## config.mk

```make
export PLATFORM = sky130hd
export DESIGN_NAME = weather_resp_parser_flat
export DESIGN_NICKNAME = d
export VERILOG_FILES = /design/src/rtl/esp_pkg.sv /design/src/rtl/weather_resp_parser_if.sv /design/src/rtl/key_matcher.sv /design/src/rtl/weather_resp_parser.sv /design/src/flat_wrapper.sv
export SDC_FILE = /design/constraint.sdc
export NUM_CORES = 1
export LEC_CHECK = 0
export CAP_MARGIN = 10
export CORE_MARGIN = 5
export CORE_UTILIZATION = 45
export DETAILED_ROUTE_END_ITERATION = 10
export HOLD_SLACK_MARGIN = 0.1
export PLACE_DENSITY = 0.65
export SLEW_MARGIN = 20
export SYNTH_ARGS = -nofsm -noshare
export SYNTH_HDL_FRONTEND = slang
export SYNTH_HIERARCHICAL = 1
export SYNTH_SLANG_ARGS = --single-unit
```

## constraint.sdc

```tcl
create_clock -name sys_clk -period 3.3 [get_ports sys_clk]
set_input_delay 0.66 -clock sys_clk [delete_from_list [all_inputs] [get_ports sys_clk]]
set_output_delay 0.66 -clock sys_clk [all_outputs]
set_load 0.01 [all_outputs]
```

## src/rtl/esp_pkg.sv

```systemverilog
// esp_pkg: shared FSM state codes, ASCII constants and default key for the ESP8266 receive-path parsers
package esp_pkg;
    localparam logic [2:0] ST_IDLE = 3'd0;
    localparam logic [2:0] ST_HUNT = 3'd1;
    localparam logic [2:0] ST_SIGN = 3'd2;
    localparam logic [2:0] ST_INT  = 3'd3;
    localparam logic [2:0] ST_DOT  = 3'd4;
    localparam logic [2:0] ST_FRAC = 3'd5;
    localparam logic [2:0] ST_SKIP = 3'd6;
    localparam logic [7:0] CH_MINUS = 8'h2D;
    localparam logic [7:0] CH_DOT   = 8'h2E;
    localparam logic [7:0] CH_SPACE = 8'h20;
    localparam logic [7:0] CH_0     = 8'h30;
    localparam logic [7:0] CH_9     = 8'h39;
    localparam logic [63:0] DEF_KEY_STR = 64'("\"temp\":");
    localparam int DEF_KEY_LEN = 7;
endpackage

```

## src/rtl/weather_resp_parser_if.sv

```systemverilog
// weather_resp_parser_if: byte stream in, parsed temperature out
//   rx_data/rx_flag : received byte and its one-cycle strobe
//   parse_en        : parser enable (controller cfg_done)
//   temp_x10        : signed temperature x10, temp_valid strobes on update
//   parse_err       : one-cycle pulse on malformed number or timeout
//   busy            : parser is inside a number
//   master drives the stream, slave is the parser
interface weather_resp_parser_if;
    logic [7:0]         rx_data;
    logic               rx_flag;
    logic               parse_en;
    logic signed [11:0] temp_x10;
    logic               temp_valid;
    logic               parse_err;
    logic               busy;
    modport master (output rx_data, rx_flag, parse_en, input temp_x10, temp_valid, parse_err, busy);
    modport slave  (input rx_data, rx_flag, parse_en, output temp_x10, temp_valid, parse_err, busy);
endinterface

```

## src/rtl/key_matcher.sv

```systemverilog
// key_matcher: KEY_LEN-byte shift window that flags when the newest byte completes KEY_STR
//   clk, rst : clock, asynchronous active-high reset
//   i_clr    : empty the window
//   i_shift  : shift i_byte into the window
//   o_match  : high in the same cycle as the shift that completes the key
module key_matcher
    import esp_pkg::*;
#(
    parameter logic [63:0] KEY_STR = DEF_KEY_STR,
    parameter int          KEY_LEN = DEF_KEY_LEN
) (
    input  logic       clk,
    input  logic       rst,
    input  logic       i_clr,
    input  logic       i_shift,
    input  logic [7:0] i_byte,
    output logic       o_match
);
    localparam int W = 8 * KEY_LEN;
    logic [W-1:0] r_win;
    logic [W-1:0] w_next;
    assign w_next = (r_win << 8) | W'(i_byte);
    // Combinational so a byte arriving right after the key is not lost.
    assign o_match = i_shift && (w_next == KEY_STR[W-1:0]);
    always_ff @(posedge clk or posedge rst)
        if (rst) r_win <= '0;
        else if (i_clr) r_win <= '0;
        else if (i_shift) r_win <= w_next;
endmodule

```

## src/rtl/weather_resp_parser.sv

```systemverilog
// weather_resp_parser: scans the HTTP response for KEY_STR and converts the following number to tenths of a degree
//   sys_clk, sys_rst : clock, asynchronous active-high reset
//   bus (slave)      : rx_data/rx_flag/parse_en in; temp_x10/temp_valid/parse_err/busy out
//   Macro PARSE_TIMEOUT_EN: builds an inter-byte timeout (TIMEOUT_MS) while inside a number.
module weather_resp_parser
    import esp_pkg::*;
#(
    parameter int          CLK_FRE    = 50_000_000,
    parameter int          TIMEOUT_MS = 20,
    parameter logic [63:0] KEY_STR    = DEF_KEY_STR,
    parameter int          KEY_LEN    = DEF_KEY_LEN
) (
    input logic sys_clk,
    input logic sys_rst,
    weather_resp_parser_if.slave bus
);
    logic [2:0]         r_state;
    logic               r_neg;
    logic [6:0]         r_acc;
    logic [1:0]         r_ndig;
    logic [3:0]         r_frac;
    logic signed [11:0] r_temp;
    logic               r_valid;
    logic               r_err;
    logic [2:0]         w_state_n;
    logic               w_rx, w_digit, w_minus, w_dot, w_space;
    logic               w_match, w_clr, w_commit, w_err, w_tout, w_busy;
    logic [3:0]         w_d;
    logic [11:0]        w_mag;
    assign w_rx    = bus.rx_flag;
    assign w_digit = (bus.rx_data >= CH_0) && (bus.rx_data <= CH_9);
    assign w_minus = bus.rx_data == CH_MINUS;
    assign w_dot   = bus.rx_data == CH_DOT;
    assign w_space = bus.rx_data == CH_SPACE;
    assign w_d     = bus.rx_data[3:0];
    assign w_busy  = (r_state != ST_IDLE) && (r_state != ST_HUNT);
    assign w_mag   = {5'd0, r_acc} * 12'd10 + {8'd0, r_frac};
    assign w_clr   = !bus.parse_en || (r_state == ST_IDLE) || w_commit || w_err;
    key_matcher #(.KEY_STR(KEY_STR), .KEY_LEN(KEY_LEN)) u_key (
        .clk     (sys_clk),
        .rst     (sys_rst),
        .i_clr   (w_clr),
        .i_shift (w_rx && bus.parse_en && (r_state == ST_HUNT)),
        .i_byte  (bus.rx_data),
        .o_match (w_match)
    );
`ifdef PARSE_TIMEOUT_EN
    localparam int LIMIT = CLK_FRE / 1000 * TIMEOUT_MS;
    logic [31:0] r_cnt;
    assign w_tout = w_busy && !w_rx && (r_cnt == 32'(LIMIT - 1));
    always_ff @(posedge sys_clk or posedge sys_rst)
        if (sys_rst) r_cnt <= '0;
        else r_cnt <= (!w_busy || w_rx || w_tout) ? '0 : r_cnt + 32'd1;
`else
    assign w_tout = 1'b0;
`endif
    always_comb begin
        w_state_n = r_state;
        w_commit  = 1'b0;
        w_err     = w_tout;
        if (w_rx) begin
            case (r_state)
                ST_HUNT: w_state_n = w_match ? ST_SIGN : ST_HUNT;
                ST_SIGN: begin
                    w_state_n = (w_digit || w_minus) ? ST_INT : ST_SIGN;
                    w_err     = !(w_digit || w_minus || w_space);
                end
                ST_INT: begin
                    // No digit yet means a bare '-': anything but a digit is malformed.
                    w_state_n = w_dot ? ST_DOT : ST_INT;
                    w_err     = (r_ndig == 2'd0) ? !w_digit : (w_digit && r_ndig == 2'd2);
                    w_commit  = (r_ndig != 2'd0) && !w_digit && !w_dot;
                end
                ST_DOT: begin
                    w_state_n = ST_FRAC;
                    w_err     = !w_digit;
                end
                ST_FRAC: begin
                    w_state_n = ST_SKIP;
                    w_commit  = !w_digit;
                end
                ST_SKIP: w_commit = !w_digit;
                default: w_state_n = r_state;
            endcase
        end
        if (r_state == ST_IDLE) w_state_n = ST_HUNT;
        if (w_commit || w_err) w_state_n = ST_HUNT;
        if (!bus.parse_en) begin
            w_state_n = ST_IDLE;
            w_commit  = 1'b0;
            w_err     = 1'b0;
        end
    end
    always_ff @(posedge sys_clk or posedge sys_rst) begin
        if (sys_rst) begin
            r_state <= ST_IDLE;
            r_neg   <= 1'b0;
            r_acc   <= '0;
            r_ndig  <= '0;
            r_frac  <= '0;
            r_temp  <= '0;
            r_valid <= 1'b0;
            r_err   <= 1'b0;
        end else begin
            r_state <= w_state_n;
            r_valid <= w_commit;
            r_err   <= w_err;
            if (w_commit) r_temp <= r_neg ? -w_mag : w_mag;
            if (w_match) begin
                r_neg  <= 1'b0;
                r_acc  <= '0;
                r_ndig <= '0;
                r_frac <= '0;
            end else if (w_rx && bus.parse_en) begin
                if (r_state == ST_SIGN && w_minus) r_neg <= 1'b1;
                // The first digit lands on a cleared accumulator, so SIGN and INT share the update.
                if ((r_state == ST_SIGN || r_state == ST_INT) && w_digit && r_ndig != 2'd2) begin
                    r_acc  <= r_acc * 7'd10 + {3'd0, w_d};
                    r_ndig <= r_ndig + 2'd1;
                end
                if (r_state == ST_DOT && w_digit) r_frac <= w_d;
            end
        end
    end
    assign bus.temp_x10   = r_temp;
    assign bus.temp_valid = r_valid;
    assign bus.parse_err  = r_err;
    assign bus.busy       = w_busy;
endmodule

```

## src/flat_wrapper.sv

```systemverilog
// flat-port wrapper written by rule: the top's interface ports become plain ports
module weather_resp_parser_flat import esp_pkg::*;
#(
    parameter int          CLK_FRE    = 50_000_000,
    parameter int          TIMEOUT_MS = 20,
    parameter logic [63:0] KEY_STR    = DEF_KEY_STR,
    parameter int          KEY_LEN    = DEF_KEY_LEN
)
  (sys_clk, sys_rst, bus_rx_data, bus_rx_flag, bus_parse_en, bus_temp_x10, bus_temp_valid, bus_parse_err, bus_busy);
  weather_resp_parser_if bus_i ();
  input logic sys_clk;
  input logic sys_rst;
  input wire logic [$bits(bus_i.rx_data)-1:0] bus_rx_data;
  input wire logic [$bits(bus_i.rx_flag)-1:0] bus_rx_flag;
  input wire logic [$bits(bus_i.parse_en)-1:0] bus_parse_en;
  output wire logic [$bits(bus_i.temp_x10)-1:0] bus_temp_x10;
  output wire logic [$bits(bus_i.temp_valid)-1:0] bus_temp_valid;
  output wire logic [$bits(bus_i.parse_err)-1:0] bus_parse_err;
  output wire logic [$bits(bus_i.busy)-1:0] bus_busy;
  assign bus_i.rx_data = bus_rx_data;
  assign bus_i.rx_flag = bus_rx_flag;
  assign bus_i.parse_en = bus_parse_en;
  assign bus_temp_x10 = bus_i.temp_x10;
  assign bus_temp_valid = bus_i.temp_valid;
  assign bus_parse_err = bus_i.parse_err;
  assign bus_busy = bus_i.busy;
  weather_resp_parser #(.CLK_FRE(CLK_FRE), .TIMEOUT_MS(TIMEOUT_MS), .KEY_STR(KEY_STR), .KEY_LEN(KEY_LEN)) u_core (.sys_clk(sys_clk), .sys_rst(sys_rst), .bus(bus_i));
endmodule
```

; Word level (Yosys, flattened, before mapping)
; Index checks and enable logic that the tools add are counted.
[word_totals]
out_inout_bits = 15
input_bits = 12
reg_bits = 79
[classes]
muxes = 30
magnitude_cmp = 2
reduce_logical = 37
eq_ne = 15
add_sub_neg = 4
bitwise = 1
multipliers = 2
[op_table]
columns = operator, n
row1 = two-way mux 48 bit, 2
row2 = equality test 56 x 54 -> 1 bit (second input constant), 1
row3 = bitwise OR 56 x 8 -> 56 bit, 1
row4 = equality test 8 x 6 -> 1 bit (second input constant), 3
row5 = two-way mux 7 bit, 3
row6 = two-way mux 3 bit, 5
row7 = case mux 3 bit (5 select lines), 1
row8 = adder 11 x 4 -> 12 bit, 1
row9 = logical AND 1 bit, 12
row10 = two-way mux 12 bit, 1
row11 = two-way mux 4 bit, 3
row12 = negator 12 bit, 1
row13 = nonzero test 2 bit, 6
row14 = multiplier 7 x 3 -> 10 bit (second input constant), 1
row15 = equality test 3 bit (second input constant), 3
row16 = two-way mux 1 bit, 9
row17 = >= comparator 8 x 6 -> 1 bit (second input constant), 1
row18 = less-or-equal comparator 8 x 6 -> 1 bit (second input constant), 1
row19 = two-way mux 2 bit, 4
row20 = inequality test 8 x 1 -> 1 bit (second input constant), 1
row21 = AND reduction 2 bit, 4
row22 = adder 7 x 4 -> 7 bit, 1
row23 = logical OR 1 bit, 7
row24 = multiplier 7 x 3 -> 6 bit (second input constant), 1
row25 = other kinds (14), 18

; Logic depth before layout (Yosys ltp)
; Gate-level depths: netlist of run 1.
[logic_depth]
depth_word = 11
mapped_depth = 12
mapped_depth_nobuf = 10

; Modules after synthesis
; Netlist of run 1, hierarchy kept.
[by_module_without_submodules]
columns = module, area_each_um2, cells_each, seq_area_each_um2, instances
row1 = weather_resp_parser, 2543.7, 294, 775.7, 1
row2 = key_matcher, 2118.3, 176, 1201.2, 1

; Worst setup path before layout of run 1
; OpenSTA, ideal clock, no wires.
[synth_path]
path_kind = flip-flop to flip-flop
start = reg u_core.r_acc[1]
end = reg u_core.r_temp[10], in the netlist u_core/bus.temp_x10[10]
path_stages_with_launch = 12
n_path_buf = 1
path_slack_ns = -0.145
synth_period_minus_slack_ns = 3.445
arrival_ns = 3.320
t_required_ns = 3.175
cell_sequence = dfrtp_1 > ha_1 > ha_1 > fa_1 > clkbuf_1 > nand2_1 > or3_4 > or4b_4 > xnor2_2 > o31ai_2 > xor2_1 > o21ai_1
[synth_via]
elab_chain_cells = 4
[synth_lines]
columns = item, line_no
row1 = from (decl), weather_resp_parser.sv:19  ; logic [6:0] r_acc;
row2 = from (signal assigned), weather_resp_parser.sv:118  ; r_acc <= r_acc * 7'd10 + {3'd0, w_d};
row3 = multiplier 7 x 3 -> 10 bit (*), weather_resp_parser.sv:37  ; assign w_mag = {5'd0, r_acc} * 12'd10 + {8'd0, r_frac};
row4 = adder 11 x 4 -> 12 bit (*), weather_resp_parser.sv:37
row5 = negator 12 bit, weather_resp_parser.sv:108  ; if (w_commit) r_temp <= r_neg ? -w_mag : w_mag;
row6 = two-way mux 12 bit (*), weather_resp_parser.sv:108
row7 = to (signal assigned), weather_resp_parser.sv:108
row8 = to (decl), weather_resp_parser.sv:22  ; logic signed [11:0] r_temp;
; Every way passes the cells marked *; elsewhere a longest branch is shown, timed or not.
; A chain may end at the register's enable or synchronous reset.

; Final worst setup path of run 1
[layout_path]
start = reg u_core.r_acc[3]
end = reg u_core.r_temp[10], in the netlist u_core/bus.temp_x10[10]
; Same word-level chain as after synthesis.

==> out/metrics.cfg, run 1 <==
[global_route]
grt_max_degree = 50
grt_use_total = 0.162
grt_pass1_vias = 3443
grt_antenna_before_repair = 0
grt_overflow_total = 0
grt_pass1_wl_um = 16900

[synthesis]
synth_edf_count = 0
synth_ff_type = dfrtp_1
synth-seq-cells = 79
synth_common_cells = dfrtp_1 (79), nor2_1 (77), mux2i_1 (59)
synth_area_leaders = dfrtp_1 (42%), mux2i_1 (13%), nor2_1 (6.2%), ha_1 (5.9%), xnor2_1 (3.4%)
syn_inst = 470
ys_warn_count = 6
yosysTopAreaCell = dfrtp_1
syn_area_um2 = 4660
yosysSeqAreaShare = 0.424
yosysMostFrequentCell = dfrtp_1
yosysUniqueCellTypes = 61
syn_nets = 507
synth_top_area_frac = 0.424
async_flop_share = 1.00
syn_avg_cell_area_um2 = 9.92

[sta]
fmax_mhz = 316
min_period_ns = 3.16
worstMarginPinSlew_ns = 0.840
rsz0062_at_grt = false
tns_ns = 0
drv_slew = 0
relSlewSlack = 0.440
holdWs_ns = 0.484
fin_crit_sh = 0.959
finClkSkew_ns = 0.0123
hold_viol = 0
setup_viol = 0

[drt]
viasPerCell = 5.31
totalWireLength_um = 9590
drt_first_pass_iters = 4
drtIter0Drc = 251
wl_per_cell_um = 14.9
num_vias = 3422
drtAntennaViolNets = 0
drc = 0

[floorplan]
coreArea_um2 = 10200
rows = 37
dieArea_um2 = 12500
ioPinCount = 27
die_y_um = 112
die_w_um = 112
start_util = 0.456

[layout]
num-nets-final = 541
syn2layout_area_growth_pct = 15.8
drive_gt1_frac = 0.118
antennaDiodeCount = 0

[clocking]
cts_resized = 0
cts_buffers = 9
post_cts_buffers = 0
cts_tree = yes
clk_path_buf_depth = 2
clock-sinks = 79
hold_buffers = 0
cts_max_level = 3
clkTransAtPathRegs_ns = 0.09
clock_latency_ns = 0.35
cts_root_buf = clkbuf_8

[critical_path]
crit_required_ns = 3.54
crit_chain = ha_1 -> ha_2 -> fa_2 -> nand2_1 -> or3_4 -> or4b_4 -> xnor2_2 -> o31ai_2 -> xor2_1 -> o21ai_1
max_stage_delay_ns = 0.53
cp_max_fo = 4
cp_slowest_cell = fa_2
path_class = register to register
critPathCaptureType = register
critPathLaunchType = register
arrival_ns = 3.40

[outcome]
outcome = finished clean

[placed_design]
routabilityCongestion = 0.882
post-dp-hpwl_um = 7070
port_buffers = 26

[power_and_ir_drop]
leakage_nw = 2.31
p_per_area_nw_per_um2 = 360
vdd_ir_drop_max_v = 0.000256

[worst_hold_path]
hold_path_class = register to register

[flow_run]
drv_cap = 0

[cell families (layout without fill, tap and decap cells)]
logic type,after synthesis,count (layout),synth area share
xor+xnor,25,25,0.0486
compound gates,70,70,0.0982
simple gates,172,172,0.191
fa+ha+maj,25,25,0.0719
mux,59,59,0.127
buf+inv,40,79,0.0397
flops,79,79,0.424
[final cells by class]
type | count | area (um^2)
Inverter | 17 | 65.1
Timing Repair Buffer | 46 | 423
Sequential cell | 79 | 1980
Tap cell | 136 | 170
Clock buffer | 9 | 124
Clock inverter | 7 | 109
Fill cell | 910 | 4830
Multi-Input combinational cell | 351 | 2530
[critical path: cells and delay by family (launching register included)]
family                     cells  cell delay, ns
adders and majority gates      3            1.05
and+or+nand+nor                3            0.95
DFF                            1            0.42
xor gates and xnor gates       2            0.36
AOI/OAI and AO/OA              2            0.27
[worst paths after layout]
kind | startpoint | to | slack (ns) | depth (start not counted)
worst min-delay path | u_core/bus.temp_x10[2] | u_core/bus.temp_x10[2] | 0.48 | 2
max in group asynchronous | sys_rst | u_core/bus.temp_x10[3] | 1.80 | 3
min in group asynchronous | sys_rst | u_core/u_key/r_win[2] | 0.78 | 2
worst max-delay path | u_core/r_acc[3] | u_core/bus.temp_x10[10] | 0.14 | 10
worst min register to register | u_core/bus.temp_x10[2] | u_core/bus.temp_x10[2] | 0.48 | 2
worst max register to register | u_core/r_acc[3] | u_core/bus.temp_x10[10] | 0.14 | 10
[flip-flops by register name (all words and copies together) (netlist names)]
signal	count
u_core/u_key/r_win	48
u_core/bus.temp_x10	12
u_core/r_acc	7
u_core/r_frac	4
u_core/r_state	3
u_core/r_ndig	2
u_core/bus.parse_err	1
u_core/bus.temp_valid	1
u_core/r_neg	1
[metrics by stage]
stage / power, mW / instances / util / area (um^2) / worst slack, ns
after detailed placement: 1.14 / 629 / 0.503 / 5150 / 0.0443
after floorplan: 1.08 / 470 / - / 4670 / 0.00753
after CTS: 1.98 / 645 / 0.526 / 5380 / 0.0262
final: 1.95 / 645 / 0.528 / 5400 / 0.136
after global routing: 2.03 / 645 / 0.528 / 5400 / 0.0110
after global placement: 1.14 / 629 / 0.503 / 5150 / 0.120
[layer usage]
metal | global-route usage | up-vias | wire length (um)
met3 | 0.0359 | 2 | 372
li1 | - | 1732 | -
met5 | 0 | - | 0
met4 | 0.0365 | 0 | 44
met2 | 0.228 | 61 | 3960
met1 | 0.253 | 1627 | 5220
[report_power, final]
part	total [mW]	leakage, nW	internal [mW]	switching (mW)
Sequential	0.984	1.09	0.977	0.00733
Clock	0.831	0.118	0.443	0.388
Combinational	0.131	1.11	0.0553	0.0760
[layout by cell type, fill, tap and decap left out, types with 10 or more instances in the layout]
cell type	n
a21oi_1	12
buf_4	19
clkdlybuf4s50_1	26
dfrtp_1	78
ha_1	21
inv_1	16
mux2i_1	59
nand2_1	28
nand3_1	10
nor2_1	77
o21ai_0	23
xnor2_1	18
(Power assumes the default switching activity.)
==> run 2: changes to the inputs <==
clock period = 2.83 ns   (was 3.3 ns; I/O delays follow)
==> out/metrics.cfg, run 2 (synthesized netlist as in run 1, its figures left out) <==
[outcome]
outcome = complete, but fails checks  ; was finished clean
violations = negative setup slack

[sta]
fin_crit_sh = 1.07  ; was 0.959
relSlewSlack = 0.493  ; was 0.440
hold_viol = 0  ; unchanged
fmax_mhz = 329  ; was 316 MHz
worstMarginPinSlew_ns = 0.760  ; was 0.840 ns
rsz0062_at_grt = true  ; was false
drv_slew = 0  ; unchanged
finClkSkew_ns = 0.0157  ; was 0.0123 ns
min_period_ns = 3.04  ; was 3.16 ns
holdWs_ns = 0.478  ; was 0.484 ns
setup_ws_ns = -0.207  ; was 0.136 ns
setup_viol = 4  ; was 0

[global_route]
grt_pass1_vias = 3647  ; was 3443
grt_pass1_wl_um = 17500  ; was 16900 um
grt_overflow_total = 0  ; unchanged
grt_use_total = 0.169  ; was 0.162
grt_max_degree = 49  ; was 50
grt_antenna_before_repair = 0  ; unchanged

[clocking]
cts_buffers = 9  ; unchanged
cts_max_level = 3  ; unchanged
hold_buffers = 0  ; unchanged
cts_tree = yes  ; unchanged
clock-sinks = 79  ; unchanged
clk_path_buf_depth = 2  ; unchanged
cts_root_buf = clkbuf_8  ; unchanged
clkTransAtPathRegs_ns = 0.08  ; was 0.09 ns
clock_latency_ns = 0.35  ; about the same

[layout]
final_cells = 693  ; was 645
seq_area_um2 = 1980  ; unchanged
fillers = 887  ; was 910
num-nets-final = 589  ; was 541
largest_register_ff_count = 48  ; unchanged
multi_input_area_um2 = 2620  ; was 2530 um^2
syn2layout_area_growth_pct = 24.3  ; was 15.8%
final_common_cell = dfrtp_1  ; unchanged
final_cell_mix = dfrtp_1 (78), nor2_1 (77), buf_4 (67)  ; was dfrtp_1 (78), nor2_1 (77), mux2i_1 (59)
fin_area_um2 = 5790  ; was 5400 um^2
drive_gt1_frac = 0.201  ; was 0.118
antennaDiodeCount = 0  ; unchanged
regMostFlops = u_core/u_key/r_win  ; unchanged

[floorplan]
die_y_um = 112  ; unchanged
ioPinCount = 27  ; unchanged
start_util = 0.456  ; unchanged
die_w_um = 112  ; unchanged
coreArea_um2 = 10200  ; unchanged
rows = 37  ; unchanged
dieArea_um2 = 12500  ; unchanged

[critical_path]
critPathCaptureType = register  ; unchanged
cp_max_fo = 4  ; unchanged
critPathLaunchType = register  ; unchanged
arrival_ns = 3.28  ; was 3.40 ns
crit_required_ns = 3.07  ; was 3.54 ns
path_class = register to register  ; unchanged

[drt]
wl_per_cell_um = 14.6  ; was 14.9 um
drtAntennaViolNets = 0  ; unchanged
drc = 0  ; unchanged
totalWireLength_um = 10100  ; was 9590 um
viasPerCell = 5.32  ; was 5.31
num_vias = 3688  ; was 3422
drt_first_pass_iters = 5  ; was 4
drtIter0Drc = 161  ; was 251

[flow_run]
drv_cap = 0  ; unchanged

[placed_design]
post-dp-hpwl_um = 7600  ; was 7070 um
routabilityCongestion = 0.872  ; was 0.882
place_ws_ns = -0.289  ; was 0.0443 ns
dpl.cell_count = 675  ; was 629
postPlaceCellArea_um2 = 5540  ; was 5150 um^2
port_buffers = 26  ; unchanged

[power_and_ir_drop]
combPwrFrac = 0.080  ; was 0.067
vdd_ir_drop_max_v = 0.000354  ; was 0.000256 V
power_mw = 2.10  ; was 1.95 mW
seqPwrFrac = 0.546  ; was 0.506
p_clk_frac = 0.374  ; was 0.427
p_int_mw = 1.55  ; was 1.48 mW
leakage_nw = 2.55  ; was 2.31 nW
p_switching_uw = 549  ; was 471 uW
p_per_area_nw_per_um2 = 362  ; was 360 nW/um^2
sw_frac_of_total = 0.262  ; was 0.242

[worst_hold_path]
hold_path_class = register to register  ; unchanged

-- run 2: changes by cell type in the layout (fill, tap and decap cells not counted), moves of 2 or more --
| cell | before | now |
|---|---|---|
| ha_1 | 21 | 19 |
| bufinv_16 | 2 | 0 |
| nor4_4 | 0 | 2 |
| nor4_2 | 2 | 0 |
| buf_4 | 19 | 67 |
| ha_4 | 0 | 3 |
-- run 2: metrics by stage --
step,utilization,setup TNS [ns]
6_report,0.566,-0.592
3_5_place_dp,0.542,-8.47
5_1_grt,0.566,-1.11
3_3_place_gp,0.542,-8.10
4_1_cts,0.563,-0.623
2_1_floorplan,-,-0.673
-- run 2: cell type report --
type,instances,area share
multi-input combinational,351,0.452
inverter,17,0.0110
timing repair buffer,94,0.135
clock inverter,6,0.00929
tap,136,0.0294
sequential,79,0.341
clock buffer,10,0.0220
-- run 2: critical path, cell delays in order (launching register included) --
cell and delay [ns]:
dfrtp_1 0.41, ha_4 0.25, ha_4 0.16, fa_2 0.56, nand2_4 0.06, or3_4 0.33
or4b_4 0.53, xnor2_4 0.16, o31ai_2 0.23, xor2_1 0.18, o21ai_1 0.07
-- run 2: final timing paths --
| path | from | to | slack [ns] | depth (start not counted) |
|---|---|---|---|---|
| max in group asynchronous | sys_rst | u_core/u_key/r_win[15] | 1.74 | 3 |
| hold reg to reg | u_core/bus.temp_x10[8] | u_core/bus.temp_x10[8] | 0.48 | 2 |
| setup reg to reg | u_core/r_acc[3] | u_core/bus.temp_x10[10] | -0.21 | 10 |
| hold / removal | u_core/bus.temp_x10[8] | u_core/bus.temp_x10[8] | 0.48 | 2 |
| min in group asynchronous | sys_rst | u_core/u_key/r_win[42] | 0.53 | 2 |
| setup / recovery | u_core/r_acc[3] | u_core/bus.temp_x10[10] | -0.21 | 10 |
-- run 2: layer usage --
metal | part of all wire | track usage
met5 | 0 | 0
met2 | 0.46 | 0.264
met1 | 0.48 | 0.235
met4 | 0.016 | 0.0519
met3 | 0.039 | 0.0380
-- run 2: timing repair --
action	4_1_cts	5_1_grt
buffers inserted	2	0
endpoints found under the setup margin	4	6
pin swaps	0	1
resized for setup	4	4
hold endpoints to repair	0	0
-- run 2: power groups by stage --
stage | sequential, mW | combinational, mW | clock, mW
after detailed placement | 1.17 | 0.169 | 0
final | 1.15 | 0.168 | 0.783
after floorplan | 1.17 | 0.0834 | 0
after global routing | 1.15 | 0.186 | 0.864
after global placement | 1.17 | 0.167 | 0
after CTS | 1.15 | 0.170 | 0.802
==> run 3: changes to the inputs <==
TNS_END_PERCENT = 10   (was default)
==> out/metrics.cfg, run 3 (synthesized netlist as in run 1, its figures left out) <==
[outcome]
outcome = complete, but fails checks  ; unchanged
violations = negative setup slack  ; unchanged

[clocking]
cts_max_level = 3  ; unchanged
hold_buffers = 0  ; unchanged
clock_latency_ns = 0.36  ; was 0.35 ns
clkTransAtPathRegs_ns = 0.08  ; about the same
cts_buffers = 9  ; unchanged
cts_root_buf = clkbuf_8  ; unchanged
clk_path_buf_depth = 2  ; unchanged
cts_tree = yes  ; unchanged
clock-sinks = 79  ; unchanged

[drt]
viasPerCell = 5.26  ; was 5.32
drc = 0  ; unchanged
drtIter0Drc = 201  ; was 161
wl_per_cell_um = 14.3  ; was 14.6 um
totalWireLength_um = 9880  ; was 10100 um
drt_first_pass_iters = 4  ; was 5
drtAntennaViolNets = 0  ; unchanged
num_vias = 3632  ; was 3688

[layout]
drive_gt1_frac = 0.207  ; was 0.201
antennaDiodeCount = 0  ; unchanged
final_common_cell = dfrtp_1  ; unchanged
utilization = 0.569  ; was 0.566
regMostFlops = u_core/u_key/r_win  ; unchanged
syn2layout_area_growth_pct = 24.8  ; was 24.3%
largest_register_ff_count = 48  ; unchanged
final_cells = 691  ; was 693
final_cell_mix = dfrtp_1 (78), nor2_1 (77), buf_4 (66)  ; was dfrtp_1 (78), nor2_1 (77), buf_4 (67)
num-nets-final = 588  ; was 589
fin_area_um2 = 5820  ; was 5790 um^2

[floorplan]
die_w_um = 112  ; unchanged
coreArea_um2 = 10200  ; unchanged
start_util = 0.456  ; unchanged
rows = 37  ; unchanged
die_y_um = 112  ; unchanged
dieArea_um2 = 12500  ; unchanged
ioPinCount = 27  ; unchanged

[worst_hold_path]
hold_path_class = register to register  ; unchanged
hold_start = u_core/bus.temp_x10[11]  ; was u_core/bus.temp_x10[8]
hold_end = u_core/bus.temp_x10[11]  ; was u_core/bus.temp_x10[8]
min_path_cells = 2  ; unchanged

[critical_path]
critical_path_buf_inv_count = 0  ; unchanged
cpLargestDelayFamily = adder cells  ; unchanged
max_stage_delay_ns = 0.54  ; was 0.56 ns
crit_chain = ha_4 -> ha_4 -> fa_2 -> nand2_2 -> or3_4 -> or4b_4 -> xnor2_4 -> o31ai_2 -> xor2_1 -> o21ai_1  ; was ha_4 -> ha_4 -> fa_2 -> nand2_4 -> or3_4 -> or4b_4 -> xnor2_4 -> o31ai_2 -> xor2_1 -> o21ai_1
crit_path_frequent_cell = ha_4  ; unchanged
path_class = register to register  ; unchanged
rrSetupSlack_ns = -0.19  ; was -0.21 ns
r2r_cells = 10  ; unchanged
critPathCaptureType = register  ; unchanged
cp_max_fo = 4  ; unchanged
cp_slowest_cell = fa_2  ; unchanged
critPathLaunchType = register  ; unchanged
timing.rr.end = u_core/bus.temp_x10[10]  ; unchanged
r2r_start = u_core/r_acc[3]  ; unchanged
crit_required_ns = 3.07  ; about the same
arrival_ns = 3.26  ; was 3.28 ns

[global_route]
grt_pass1_wl_um = 17300  ; was 17500 um
grt_antenna_before_repair = 0  ; unchanged
grt_use_total = 0.167  ; was 0.169
grt_max_degree = 49  ; unchanged
grt_pass1_vias = 3611  ; was 3647
grt_overflow_total = 0  ; unchanged

[power_and_ir_drop]
power_mw = 2.24  ; was 2.10 mW
p_per_area_nw_per_um2 = 385  ; was 362 nW/um^2
vdd_ir_drop_max_v = 0.000276  ; was 0.000354 V
leakage_nw = 2.53  ; was 2.55 nW

[placed_design]
place_ws_ns = -0.279  ; was -0.289 ns
postPlaceCellArea_um2 = 5550  ; was 5540 um^2
post-dp-hpwl_um = 7400  ; was 7600 um
dpl.cell_count = 676  ; was 675
port_buffers = 26  ; unchanged
routabilityCongestion = 0.901  ; was 0.872

[sta]
finClkSkew_ns = 0.0105  ; was 0.0157 ns
min_period_ns = 3.02  ; was 3.04 ns
rsz0062_at_grt = true  ; unchanged
fin_crit_sh = 1.07  ; about the same
setup_ws_ns = -0.190  ; was -0.207 ns
relSlewSlack = 0.484  ; was 0.493
fmax_mhz = 331  ; was 329 MHz
hold_viol = 0  ; unchanged
tns_ns = -0.393  ; was -0.592 ns
worstMarginPinSlew_ns = 0.775  ; was 0.760 ns
drv_slew = 0  ; unchanged
setup_viol = 4  ; unchanged
holdWs_ns = 0.480  ; was 0.478 ns

[flow_run]
drv_cap = 0  ; unchanged

run 3: cell types whose count changed in the layout (fill, tap and decap cells not counted), sizes merged:
cell    change
bufinv      +2
buf         -1
clkbuf      -1
clkinv      -1
inv         -1
run 3: worst max-delay path by stage:
stage	from	end	cells past startpoint
2_1_floorplan	u_core/r_acc[1]	u_core/bus.temp_x10[10]	11
3_3_place_gp	u_core/r_acc[2]	u_core/bus.temp_x10[11]	10
3_5_place_dp	u_core/r_acc[3]	u_core/bus.temp_x10[11]	10
4_1_cts	u_core/r_acc[3]	u_core/bus.temp_x10[10]	10
5_1_grt	u_core/r_acc[3]	u_core/bus.temp_x10[10]	10
6_report	u_core/r_acc[3]	u_core/bus.temp_x10[10]	10
run 3: timing repair:
action / 4_1_cts / 5_1_grt
pin swaps: 4 / 1
resized for setup: 6 / 4
endpoints found under the setup margin: 4 / 7
setup buffers: 0 / 0
gates cloned: 0 / 0
run 3: routing by layer:
layer,part of all wire,GRT usage,wire length [um]
met4,0.0082,0.0438,81
met1,0.48,0.233,4790
met5,0,0,0
met3,0.034,0.0332,336
met2,0.47,0.267,4680
run 3: worst register-to-register path, stage by stage, from the launching register on:
cell and delay (ns):
dfrtp_1 0.42, ha_4 0.26, ha_4 0.16, fa_2 0.54
nand2_2 0.06, or3_4 0.33, or4b_4 0.52, xnor2_4 0.16
o31ai_2 0.23, xor2_1 0.17, o21ai_1 0.07
run 3: cell type report:
cell class	instances	area, um^2
timing repair buffer	93	776
clock inverter	6	93.8
clock buffer	9	124
sequential	79	1980
multi-input combinational	351	2610
tap	136	170
fill	899	4410
inverter	17	63.8
run 3: report_power, final:
group          switching, mW  leakage (nW)  internal [mW]
sequential           0.00657          1.09           1.14
clock                  0.430         0.106          0.499
combinational         0.0918          1.33         0.0750
